`config.mk`:
```
export PLATFORM = sky130hd
export DESIGN_NAME = truth_table_sequencer
export DESIGN_NICKNAME = d
export VERILOG_FILES = /design/src/rtl/truth_table_sequencer.sv
export SDC_FILE = /design/constraint.sdc
export NUM_CORES = 1
export LEC_CHECK = 0
export ABC_CLOCK_PERIOD_IN_PS = 2000
export CORE_MARGIN = 2
export CORE_UTILIZATION = 45
export DETAILED_ROUTE_END_ITERATION = 8
export GPL_ROUTABILITY_DRIVEN = 0
export PLACE_DENSITY = 0.77
export SLEW_MARGIN = 20
export SYNTH_ARGS = -nofsm -noshare
export SYNTH_HDL_FRONTEND = slang
export SYNTH_SLANG_ARGS = --single-unit
```
`constraint.sdc`:
```
create_clock -name clk -period 2 [get_ports clk]
set_clock_uncertainty 0.15 [all_clocks]
set_input_delay 0.4 -clock clk [delete_from_list [all_inputs] [get_ports clk]]
set_output_delay 0.4 -clock clk [all_outputs]
set_load 0.05 [all_outputs]
```
`src/rtl/truth_table_sequencer.sv`:
```
// Sweeps {P,Q,R} through all 8 vectors, holds each for SETTLE+1 cycles, and captures F into table_out.
// Optional macro TT_COMPARE_EN adds the golden-table comparison (match / first_err).
module truth_table_sequencer #(
    parameter int unsigned SETTLE = 2
) (
    input  logic       clk,
    input  logic       rst_n,
    input  logic       start,
    input  logic       abort,
    input  logic [7:0] expected,
    input  logic       f_in,
    output logic       p_out,
    output logic       q_out,
    output logic       r_out,
    output logic       busy,
    output logic       done,
    output logic [7:0] table_out,
    output logic       match,
    output logic [2:0] first_err,
    output logic [1:0] o_dbg_state
);

    localparam logic [1:0] ST_IDLE = 2'd0;
    localparam logic [1:0] ST_RUN  = 2'd1;
    localparam logic [1:0] ST_DONE = 2'd2;
    localparam logic [3:0] SETTLE_C = 4'(SETTLE);

    logic [1:0] r_state;
    logic [2:0] r_idx;
    logic [3:0] r_cnt;
    logic [7:0] r_table;

    logic       w_start_ok;
    logic       w_capture;
    logic       w_last;
    logic [7:0] w_next_table;

    // abort wins over a capture that falls in the same cycle
    assign w_start_ok = (r_state == ST_IDLE) && start && !abort;
    assign w_capture  = (r_state == ST_RUN) && !abort && (r_cnt == SETTLE_C);
    assign w_last     = w_capture && (r_idx == 3'd7);

    always_comb begin
        w_next_table        = r_table;
        w_next_table[r_idx] = f_in;
    end

    always_ff @(posedge clk or negedge rst_n) begin
        if (!rst_n) begin
            r_state <= ST_IDLE;
            r_idx   <= 3'd0;
            r_cnt   <= 4'd0;
            r_table <= 8'h00;
        end else begin
            case (r_state)
                ST_IDLE: begin
                    if (w_start_ok) begin
                        r_state <= ST_RUN;
                        r_idx   <= 3'd0;
                        r_cnt   <= 4'd0;
                        r_table <= 8'h00;
                    end
                end
                ST_RUN: begin
                    if (abort) begin
                        r_state <= ST_IDLE;
                        r_idx   <= 3'd0;
                        r_cnt   <= 4'd0;
                    end else if (w_capture) begin
                        r_table <= w_next_table;
                        r_cnt   <= 4'd0;
                        r_idx   <= r_idx + 3'd1;
                        if (w_last) begin
                            r_state <= ST_DONE;
                        end
                    end else begin
                        r_cnt <= r_cnt + 4'd1;
                    end
                end
                ST_DONE: begin
                    r_state <= ST_IDLE;
                end
                default: begin
                    r_state <= ST_IDLE;
                end
            endcase
        end
    end

`ifdef TT_COMPARE_EN
    logic       r_match;
    logic [2:0] r_first_err;
    logic [7:0] w_diff;
    logic [2:0] w_first_err;

    assign w_diff = w_next_table ^ expected;

    // scan downwards so the lowest differing index is the one that sticks
    always_comb begin
        w_first_err = 3'd0;
        for (int i = 7; i >= 0; i--) begin
            if (w_diff[i]) begin
                w_first_err = 3'(i);
            end
        end
    end

    always_ff @(posedge clk or negedge rst_n) begin
        if (!rst_n) begin
            r_match     <= 1'b0;
            r_first_err <= 3'd0;
        end else if (w_start_ok) begin
            r_match     <= 1'b0;
            r_first_err <= 3'd0;
        end else if (w_last) begin
            r_match     <= (w_diff == 8'h00);
            r_first_err <= w_first_err;
        end
    end

    assign match     = r_match;
    assign first_err = r_first_err;
`else
    logic w_unused_expected;
    assign w_unused_expected = ^expected;
    assign match     = 1'b0;
    assign first_err = 3'd0;
`endif

    assign {p_out, q_out, r_out} = r_idx;
    assign busy        = (r_state == ST_RUN);
    assign done        = (r_state == ST_DONE);
    assign table_out   = r_table;
    assign o_dbg_state = r_state;

endmodule

```
==> run metrics <==
outcome=complete, no violations; WL final=2178 um; CTS Hold Bufs=0; Vias=831; clk root buf=clkbuf_4; die height=52.07 um; Period Utilization, post-route=0.9547; Slowest Stage Delay on Critical Path=0.48 ns; Sum Neg Setup Slack=0 ns; synthesized area=~1000 um2; CP Launch Type=flop; Place WS=-0.09912 ns; Pleak=0.6358 nW; arrival time worst endpoint=1.36 ns; first-pass GRT wire length=3691 um; Clock Sinks=17; max cap viols=0; DR pass1 iterations=4; Clock Path Buffers=2; worst reg-to-reg path cell count=5; FMAX=523.7 MHz; Initial Util=0.4746; Netlist cell types=38; Post-synth EDFFs=0; count of final hold-check violations=0; total track usage=0.1841; pin count of the biggest net entering global routing=18; Final WS setup=0.09055 ns; critical path cell sequence=buf_4 > nor2b_4 > buf_12; Hold WC Path Type=input pin to async pin; # setup viols final=0; Non-Filler Instances=roughly 150; asr flop ratio synth=1.000; Area growth syn-to-layout=28.16%; Worst Path Required=1.45 ns; layout net count=135; number of top-level pins=32; remaining routing DRC violations=0; Die Area=2711 um2; hpwl dp=around 1600 um; total power=roughly 0.00086 W; number of H-tree levels=1; Main synth FF type=dfrtp_1; post-route minimum period=1.909 ns; Synth Register Bits=17; share of cells above drive strength 1=0.2991; peak supply drop=0.0003627 V; cells resized by post-CTS repair=2; drt wl/cell=roughly 15 um; Setup CP Type=flop to primary output; vias in the first global route=840; Gate Count Post-Synth=96; PortBufs=19; Max Slew Vio Count=0; unrepaired setup endpoints after global routing=no; Die Width=52.07 um; Row Count=17; sequential area share after synthesis=0.4091; Worst Setup End Kind=primary output; syn avg cell area=10.83 um2; GRT Residual Overflow=0; worst skew pair latency=0.28 ns; Crit Path Max Fanout=10; clk slew on worst S/H paths=0.10 ns; core area=2191 um2; Pwr Density=between 600 and 700 nW/um2; synth warn=0; CTS Buf Count=3; DR iter-0 viols=13; slowest CP cell=dfrtp_2; Routed Antenna Nets=0; ANT cells=0; initial antenna violation count=0; Avg Vias per Cell=between 5 and 6; post-CTS setup buffer count=0; Inst Count DP=141; CTS tree=yes
-- logic make-up after synthesis --
logic type	Yosys count	share of synthesized area
and+or+nand+nor	34	0.2335
AOI/OAI and AO/OA	23	0.1913
muxes	3	0.03008
adders and majority gates	4	0.04814
buffers and inverters	14	0.08422
DFF	17	0.4091
other	1	0.003607
-- report_power, final --
| part | internal, W | switching (W) |
|---|---|---|
| logic | 0.000104 | 0.000169 |
| registers | 0.000372 | 0.0000325 |
| clock network | 0.0000774 | 0.000109 |
-- Yosys cell counts, types with 2 or more instances --
master	n	area [um2]
a21oi_1	3	15.01
or3b_1	2	17.52
a22o_1	2	17.52
nor2_1	3	11.26
a221o_1	5	50.05
a211o_1	3	26.28
ha_1	4	50.05
nand3_1	4	20.02
o311a_1	2	20.02
nor2b_1	3	18.77
inv_1	4	15.01
buf_6	2	22.52
nand3b_1	5	37.54
o22ai_1	2	12.51
mux2i_1	2	20.02
nor3_1	4	20.02
buf_4	5	37.54
dfrtp_1	17	425.4
nand2_1	2	7.510
and3_1	4	25.02
-- flip-flops by register name, indices dropped and copies added, names as in the netlist --
| name | count |
|---|---|
| o_dbg_state | 2 |
| table_out | 8 |
| r_cnt | 4 |
| r_idx | 3 |
-- worst max-delay path, delay by kind of cell, from the launching register on --
family,cells,cell delay [ns]
buffers and inverters,2,0.35
and+or+nand+nor,1,0.24
DFF,1,0.48
-- worst paths after layout --
path                           startpoint              to  slack [ns]
max in group asynchronous           rst_n  o_dbg_state[1]        1.22
min reg2reg                  table_out[7]    table_out[7]        0.37
min in group clk             table_out[7]    table_out[7]        0.37
max                        o_dbg_state[0]            busy        0.09
min                                 rst_n        r_cnt[2]        0.28
max reg2reg                      r_cnt[0]    table_out[0]        0.18
-- final cells by class --
class | instances | area (um2)
clock buffer | 4 | 26.28
fill | 176 | 858.3
inverter | 4 | 15.01
multi-input combinational | 68 | 550.5
sequential | 17 | 427.9
tap | 28 | 35.03
timing repair buffer | 24 | 277.8
-- metal layers --
| metal | track usage | vias up | share of wire |
|---|---|---|---|
| li1 | - | 405 | - |
| met1 | 0.2318 | 406 | 0.47 |
| met2 | 0.3059 | 18 | 0.48 |
| met3 | 0.02011 | 2 | 0.040 |
| met4 | 0.1009 | 0 | 0.012 |
| met5 | 0 | - | 0 |
-- per-stage QoR --
step | hold slack [ns] | instance area [um2] | util
6_report | 0.2796 | 1333 | 0.6082
5_1_grt | 0.2997 | 1333 | 0.6082
4_1_cts | 0.2777 | 1330 | 0.6071
3_5_place_dp | 0.3522 | 1301 | 0.5939
3_3_place_gp | 0.3414 | 1301 | 0.5939
2_1_floorplan | -0.04559 | 1061 | -
-- cell usage in the layout (no fill, tap or decap), types with 2 or more instances in the layout --
cell type / n
inv_1: 4
conb_1: 4
clkbuf_4: 3
nor2_1: 2
nand2_1: 2
nor3_1: 4
clkdlybuf4s50_1: 4
buf_12: 7
buf_4: 13
dfrtp_1: 15
nand3b_1: 5
o22ai_1: 2
nand3_1: 4
dfrtp_2: 2
mux2i_1: 2
a21oi_1: 3
and3_1: 4
a211o_1: 3
a22o_1: 2
a221o_1: 5
nor2b_1: 2
o311a_1: 2
ha_1: 4
Power figures use the tool's default switching activity.
